`config.mk`:
```
export PLATFORM = sky130hd
export DESIGN_NAME = uart_rx_frame
export DESIGN_NICKNAME = d
export VERILOG_FILES = /design/src/rtl/uart_rx_frame.sv
export SDC_FILE = /design/constraint.sdc
export NUM_CORES = 1
export LEC_CHECK = 0
export CAP_MARGIN = 30
export CORE_AREA = 2 2 66 68
export CTS_CLUSTER_DIAMETER = 30
export DETAILED_ROUTE_END_ITERATION = 16
export DIE_AREA = 0 0 68 70
export PLACE_DENSITY = 0.72
export REMOVE_ABC_BUFFERS = 1
export SLEW_MARGIN = 10
export SYNTH_ARGS = -nofsm -noshare
export SYNTH_HDL_FRONTEND = slang
export SYNTH_SLANG_ARGS = --single-unit
```
`constraint.sdc`:
```
create_clock -name clk -period 2.1 [get_ports clk]
set_input_delay 0.525 -clock clk [delete_from_list [all_inputs] [get_ports clk]]
set_output_delay 0.525 -clock clk [all_outputs]
set_load 0.01 [all_outputs]
```
`src/rtl/uart_rx_frame.sv`:
```
// UART receiver: 2-flop synchronised rx, mid-bit sampling, optional even parity,
// one-cycle strobes for a good byte, a parity mismatch or a framing error.
module uart_rx_frame #(
  parameter int CLKS_PER_BIT = 5208,
  parameter int DATA_BITS    = 8,
  parameter int PARITY_EN    = 0
) (
  input  logic                 clk,
  input  logic                 rst,
  input  logic                 rx,
  output logic [DATA_BITS-1:0] rx_data,
  output logic                 rx_valid,
  output logic                 parity_err,
  output logic                 frame_err,
  output logic                 busy
);

  localparam int CW = $clog2(CLKS_PER_BIT);
  localparam int IW = $clog2(DATA_BITS + 1);
  localparam logic [CW-1:0] HALF_M1  = CW'(CLKS_PER_BIT / 2 - 1);
  localparam logic [CW-1:0] FULL_M1  = CW'(CLKS_PER_BIT - 1);
  localparam logic [IW-1:0] LAST_BIT = IW'(DATA_BITS - 1);

  typedef enum logic [2:0] {
    IDLE   = 3'd0,
    START  = 3'd1,
    DATA   = 3'd2,
    PARITY = 3'd3,
    STOP   = 3'd4,
    BREAK  = 3'd5
  } state_t;

  state_t               state;
  logic [CW-1:0]        cnt;
  logic [IW-1:0]        bit_idx;
  logic                 rx_m;
  logic                 rx_s;
  logic [DATA_BITS-1:0] shreg;
  logic                 par_err;

  always_ff @(posedge clk or negedge rst) begin
    if (!rst) begin
      state      <= IDLE;
      cnt        <= '0;
      bit_idx    <= '0;
      rx_m       <= 1'b1;
      rx_s       <= 1'b1;
      shreg      <= '0;
      par_err    <= 1'b0;
      rx_data    <= '0;
      rx_valid   <= 1'b0;
      parity_err <= 1'b0;
      frame_err  <= 1'b0;
      busy       <= 1'b0;
    end else begin
      rx_m       <= rx;
      rx_s       <= rx_m;
      rx_valid   <= 1'b0;
      parity_err <= 1'b0;
      frame_err  <= 1'b0;
      case (state)
        IDLE: begin
          cnt     <= '0;
          bit_idx <= '0;
          par_err <= 1'b0;
          if (!rx_s) begin
            state <= START;
            busy  <= 1'b1;
          end
        end
        START: begin
          // Half a bit in: a line that is high again was only a glitch.
          if (cnt == HALF_M1) begin
            cnt <= '0;
            if (!rx_s) begin
              state <= DATA;
            end else begin
              state <= IDLE;
              busy  <= 1'b0;
            end
          end else begin
            cnt <= cnt + 1'b1;
          end
        end
        DATA: begin
          if (cnt == FULL_M1) begin
            cnt   <= '0;
            shreg <= {rx_s, shreg[DATA_BITS-1:1]};
            if (bit_idx == LAST_BIT) begin
              bit_idx <= '0;
              state   <= (PARITY_EN != 0) ? PARITY : STOP;
            end else begin
              bit_idx <= bit_idx + 1'b1;
            end
          end else begin
            cnt <= cnt + 1'b1;
          end
        end
        PARITY: begin
          if (cnt == FULL_M1) begin
            cnt     <= '0;
            par_err <= (^shreg) ^ rx_s;
            state   <= STOP;
          end else begin
            cnt <= cnt + 1'b1;
          end
        end
        STOP: begin
          // Leaving at mid stop bit lets a back-to-back start edge be caught.
          if (cnt == FULL_M1) begin
            cnt <= '0;
            if (rx_s) begin
              rx_data    <= shreg;
              rx_valid   <= 1'b1;
              parity_err <= par_err;
              state      <= IDLE;
              busy       <= 1'b0;
            end else begin
              frame_err <= 1'b1;
              state     <= BREAK;
            end
          end else begin
            cnt <= cnt + 1'b1;
          end
        end
        BREAK: begin
          cnt <= '0;
          if (rx_s) begin
            state <= IDLE;
            busy  <= 1'b0;
          end
        end
        default: begin
          state <= IDLE;
          cnt   <= '0;
          busy  <= 1'b0;
        end
      endcase
    end
  end

endmodule
```
==> results of run 1 <==
-- sequential cells by signal (all words and copies together) (netlist names) --
register,cells
cnt,13
rx_data,8
shreg,8
bit_idx,4
state,3
busy,1
frame_err,1
par_err,1
parity_err,1
rx_m,1
rx_s,1
rx_valid,1
-- cell usage after synthesis, drive strengths merged (4+ instances only) --
cell | count | area, µm²
xor2 | 8 | 70.1
dfrtp | 41 | 1030
o21ai | 7 | 35.0
a21oi | 4 | 20.0
nand4 | 5 | 31.3
xnor2 | 9 | 78.8
clkbuf | 6 | 22.5
nor3 | 4 | 20.0
nand3 | 7 | 35.0
mux2 | 13 | 146
nand2 | 37 | 139
nor2 | 18 | 67.6
-- logic make-up (layout without fill, tap and decap cells) --
group,count (synthesis),after routing,synth area share [%]
fa+ha+maj,2,2,1.24
mux,13,13,7.28
flops,43,43,53.6
buf+inv,9,46,2.05
simple gates,90,90,21.3
compound gates,21,21,7.09
xor+xnor,17,17,7.41
-- final cells by class --
type	instances	area, µm²
fillers	366	1660
multi-input cells	143	925
flip-flops and latches	43	1080
inverters	2	7.51
clock buffers	6	72.6
clock inverters	2	12.5
well taps	52	65.1
repair buffers	36	320
-- power by group through the flow --
stage           logic (W)  registers, W  clock network (W)
2_1_floorplan  0.00000316      0.000850                  0
3_3_place_gp    0.0000313      0.000848                  0
3_5_place_dp    0.0000318      0.000848                  0
4_1_cts         0.0000317      0.000832           0.000519
5_1_grt         0.0000352      0.000832           0.000551
6_report        0.0000299      0.000832           0.000503
-- placed cells by master, fill, tap and decap left out, drive strengths merged, types with 7 or more instances in the layout --
cell / n
o21ai: 7
nand3: 7
xnor2: 9
mux2: 13
clkdlybuf4s50: 13
buf: 23
nor2: 18
nand2: 37
xor2: 8
dfrtp: 41
-- stage by stage --
step	TNS [ps]	setup WS, ps
after floorplan	-1610	-430
after global placement	-387	-94.2
after detailed placement	-503	-125
after CTS	-26.0	-15.9
after global routing	-536	-74.3
final	-6.62	-4.33
-- timing repair --
action	4_1_cts	5_1_grt
pin swaps	4	1
endpoints found under the setup margin	17	25
gates cloned	0	1
buffers inserted	1	0
resized for setup	5	9
-- critical path, cell delays in order (launching register included) --
cell and delay [ps]:
dfrtp_1 390, or4_4 530, or3_4 360, buf_4 160, buf_4 150, a22o_1 230, a22o_1 170
-- routing by layer --
metal	track usage, %	up-vias
met1	23.4	714
li1	-	742
met2	28.4	17
met5	0	-
met3	5.31	6
met4	4.67	0
-- worst max-delay path by stage --
stage / from / end / slack, ps / cells after the start
5_1_grt: cnt[8] / bit_idx[3] / -70 / 5
3_5_place_dp: cnt[5] / bit_idx[3] / -120 / 5
4_1_cts: cnt[8] / bit_idx[3] / -20 / 5
3_3_place_gp: cnt[5] / bit_idx[2] / -90 / 6
6_report: cnt[8] / bit_idx[1] / -4 / 6
2_1_floorplan: cnt[3] / state[0] / -430 / 5
==> qor.yml, run 1 <==
status: "finished, violations left"
violations: "negative setup slack"
syn_avg_cell_area_um2: 10.3
rows: 24
synth-async-reset-ratio_pct: 100
htree_num_levels: 2
antenna_found_initial: 0
fin_nets: 236
power_switching_w: 0.000292
synth_seq_area_share_pct: 53.6
timing.final.crit_share_pct: 100
hp-class: "primary input to async pin"
wl_met3_um: 93
place.gp.congestion: 0.817
postSynthCellCount: 195
io_buffers: 14
clockRootBuffer: "clkbuf_8"
grt_pass1_wl_mm: 6.44
fin_util_pct: 59.9
setup_viol: 2
grt_pass1_vias: 1409
wirelength_mm: 3.76
critical_path_class: "flip-flop to flip-flop"
drt-met1-wl_mm: 1.74
relSlewSlack_pct: 74.1
cts_tree: "done"
drive_gt1_share_pct: 23.3
synth_seq_cells: 43
end_kind: "flip-flop"
cp_max_fo: 6
grt_overflow_total: 0
hold_viol: 0
timing.fmax_mhz: 475
synth-edff-count: 0
synthFlopType: "dfrtp_1"
drc: 0
wire_per_inst_um: 13.2
totalPowerFinal_w: 0.00136
vias: 1479
synth_cell_types: 37
clk_latency_ps: 290
synth_area_um2: 2010
peakVddDrop_v: 0.000421
finalInstanceArea_um2: 2480
worstReg2RegStart: "cnt[8]"
numCtsBuffers: 5
power_frac_clock_pct: 36.9
clock_sinks: 43
worst_hold_slack_ps: 190
r2r_setup_slack_ps: -4
grt_setup_unrepaired: "yes"
r2r_cells: 6
finClkSkew_ps: 3.81
worstPathRequired_ps: 2280
diodes: 0
die_area_um2: 4760
die_x_um: 68
cp-start-kind: "flip-flop"
maxCapViolCount: 0
path_clk_slew_ps: 80
die_h_um: 70
fin_cells: 284
max-clock-path-buffers: 2
final.setup.worst_slack_ps: -4.33
wl_met2_mm: 1.88
areaGrowthSynthToFinish_pct: 23.4
first_pass_iters: 4
p_leak_nw: 1.16
worst_slew_pin_slew_ps: 385
final_antenna_net_count: 0
p_int_w: 0.00107
grt_max_degree: 44
dr.first_iter.drc_count: 60
placedCellCount: 274
place_area_um2: 2340
comb_power_share_pct: 2.2
switching_share_pct: 21.4
period_needed_ps: 2100
slew_viol_final: 0
ys_warn_count: 0
highest_layer: "met4"
seq_power_share_pct: 60.9
cts_hold_buf: 0
pin_count: 15
viasPerCell: 5.21
place.detailed.hpwl_mm: 2.61
cp.arrival_ps: 2290
r2r-end: "bit_idx[1]"
start_util_pct: 48.5
track_usage_pct: 17.8
p_per_area_nw_per_um2: 550
core_area_um2: 4140
No activity file was read; power rests on OpenSTA's default activity.
==> inputs of run 2 (changes only) <==
--- a/config.mk
+++ b/config.mk
@@ -7,11 +7,9 @@
 export LEC_CHECK = 0
 export CAP_MARGIN = 30
 export CORE_AREA = 2 2 66 68
-export CTS_CLUSTER_DIAMETER = 30
 export DETAILED_ROUTE_END_ITERATION = 16
 export DIE_AREA = 0 0 68 70
 export PLACE_DENSITY = 0.72
-export REMOVE_ABC_BUFFERS = 1
 export SLEW_MARGIN = 10
 export SYNTH_ARGS = -nofsm -noshare
 export SYNTH_HDL_FRONTEND = slang
==> qor.yml, run 2 (synthesis results as in run 1) <==
p_leak_nw: 1.14  # was 1.16 nW
peakVddDrop_v: 0.000412  # was 0.000421 V
highest_layer: "met4"  # unchanged
track_usage_pct: 18.8  # was 17.8%
place.detailed.hpwl_mm: 2.69  # was 2.61 mm
wirelength_mm: 3.84  # was 3.76 mm
setup_viol: 1  # was 2
hp-class: "primary input to async pin"  # unchanged
setup-tns-final_ps: -15.9  # was -6.62 ps
final_antenna_net_count: 0  # unchanged
wl_met3_um: 163  # was 93 µm
fin_cells: 283  # was 284
multi_input_area_um2: 902  # was 925 µm²
place.gp.congestion: 0.767  # was 0.817
antenna_found_initial: 0  # unchanged
dr.first_iter.drc_count: 73  # was 60
numCtsBuffers: 5  # unchanged
violations: "negative setup slack"  # unchanged
timing.final.crit_share_pct: 101  # was 100%
drive_gt1_share_pct: 22.1  # was 23.3%
final.setup.worst_slack_ps: -15.9  # was -4.33 ps
rows: 24  # unchanged
die_x_um: 68  # unchanged
grt_setup_unrepaired: "yes"  # unchanged
period_needed_ps: 2120  # was 2100 ps
cp_cell_sequence: "or4_4 -> or3_4 -> a211o_1 -> or4_1 -> nand3_1"  # was or4_4 -> or3_4 -> buf_4 -> buf_4 -> a22o_1 -> a22o_1
path_clk_slew_ps: 80  # about the same
clock_sinks: 43  # unchanged
die_area_um2: 4760  # unchanged
cp.arrival_ps: 2350  # was 2290 ps
grt_pass1_vias: 1505  # was 1,409
syn-num-nets: 200
io_buffers: 14  # unchanged
grt_overflow_total: 0  # unchanged
fill_cells: 346  # was 366
placedCellCount: 274  # unchanged
grt_pass1_wl_mm: 6.65  # was 6.44 mm
wl_met2_mm: 1.86  # was 1.88 mm
slowest_stage: "or4_4"  # unchanged
grt_max_degree: 25  # was 44
drc: 0  # unchanged
status: "finished, violations left"  # unchanged
finClkSkew_ps: 5.92  # was 3.81 ps
cp_max_fo: 7  # was 6
slew_viol_final: 0  # unchanged
pin_count: 15  # unchanged
slowest_delay_ps: 540  # was 530 ps
hold_viol: 0  # unchanged
die_h_um: 70  # unchanged
end_kind: "flip-flop"  # unchanged
start_util_pct: 48.5  # unchanged
fin_nets: 235  # was 236
regArea_um2: 1080  # unchanged
wire_per_inst_um: 13.6  # was 13.2 µm
cts_tree: "done"  # unchanged
diodes: 0  # unchanged
cp-start-kind: "flip-flop"  # unchanged
largest_register_ffs: 13  # unchanged
core_area_um2: 4140  # unchanged
worst_slew_pin_slew_ps: 475  # was 385 ps
final_cell_mix: "dfrtp_1, nand2_1, buf_4, nor2_1"  # was dfrtp_1, nand2_1, buf_4, nor2_1, clkdlybuf4s50_1
areaGrowthSynthToFinish_pct: 21.5  # was 23.4%
critical_path_class: "flip-flop to flip-flop"  # unchanged
drt-met1-wl_mm: 1.76  # was 1.74 mm
relSlewSlack_pct: 68.3  # was 74.1%
clk_latency_ps: 290  # about the same
maxCapViolCount: 0  # unchanged
timing.fmax_mhz: 473  # was 475 MHz
dp_slack_ps: -78.7  # was -125 ps
p_per_area_nw_per_um2: 562  # was 550 nW/µm²
vias: 1489  # was 1,479
viasPerCell: 5.26  # was 5.21
clockRootBuffer: "clkbuf_8"  # unchanged
htree_num_levels: 2  # unchanged
first_pass_iters: 4  # unchanged
max-clock-path-buffers: 2  # unchanged
final_common_cell: "dfrtp_1"  # unchanged
worstPathRequired_ps: 2340  # was 2280 ps
top_regs: "cnt: 13 flops, rx_data: 8 flops, shreg: 8 flops"  # unchanged
cts_hold_buf: 0  # unchanged
top_register: "cnt"  # unchanged
==> run 2: cell types whose count changed in the layout (fill, tap and decap cells not counted), sizes merged <==
cell and change:
buf -1
==> run 2: timing repair <==
item,in CTS,in global routing
pin swaps,0,1
buffers inserted,0,1
endpoints found under the setup margin,7,14
resized for setup,2,1
==> run 2: worst paths after layout <==
kind                       cells past startpoint  slack, ps   start         end
min                                            1        180     rst  bit_idx[3]
min reg2reg                                    0        360    rx_m        rx_s
max in group asynchronous                      2       1360     rst        rx_m
max                                            5        -20  cnt[5]  bit_idx[3]
min in group clk                               0        360    rx_m        rx_s
max reg2reg                                    5        -20  cnt[5]  bit_idx[3]
==> run 2: cell type report <==
class / count / share of cell area (%)
clock buffer: 6 / 2.97
tap: 52 / 2.66
multi-input combinational: 143 / 36.9
sequential: 43 / 44.1
inverter: 2 / 0.307
timing repair buffer: 35 / 12.5
clock inverter: 2 / 0.512
==> run 2: metrics by stage <==
stage / utilization (%) / hold WS [ps] / total power [W] / cell area (µm²)
after floorplan: - / 229 / 0.000854 / 2010
after global placement: 56.5 / 349 / 0.000880 / 2340
after detailed placement: 56.5 / 350 / 0.000880 / 2340
after CTS: 58.7 / 193 / 0.00139 / 2430
after global routing: 59.0 / 215 / 0.00143 / 2440
final: 59.0 / 176 / 0.00137 / 2440
==> run 2: critical path, delay by kind of cell (launching register included) <==
| kind | cells | cell delay, ps |
|---|---|---|
| AOI/OAI and AO/OA | 1 | 280 |
| and+or+nand+nor | 4 | 1410 |
| DFF | 1 | 380 |
==> run 2: power breakdown <==
group	leakage [nW]	total [W]	switching [W]	internal, W
clock network	0.0412	0.000511	0.000278	0.000232
logic	0.528	0.0000298	0.0000205	0.00000933
registers	0.574	0.000832	0.00000118	0.000831
total	1.14	0.00137	0.000300	0.00107
==> run 2: layer usage <==
metal,vias up,GRT usage (%)
li1,737,-
met1,713,24.6
met2,31,30.1
met3,8,3.38
met4,0,8.00
met5,-,0
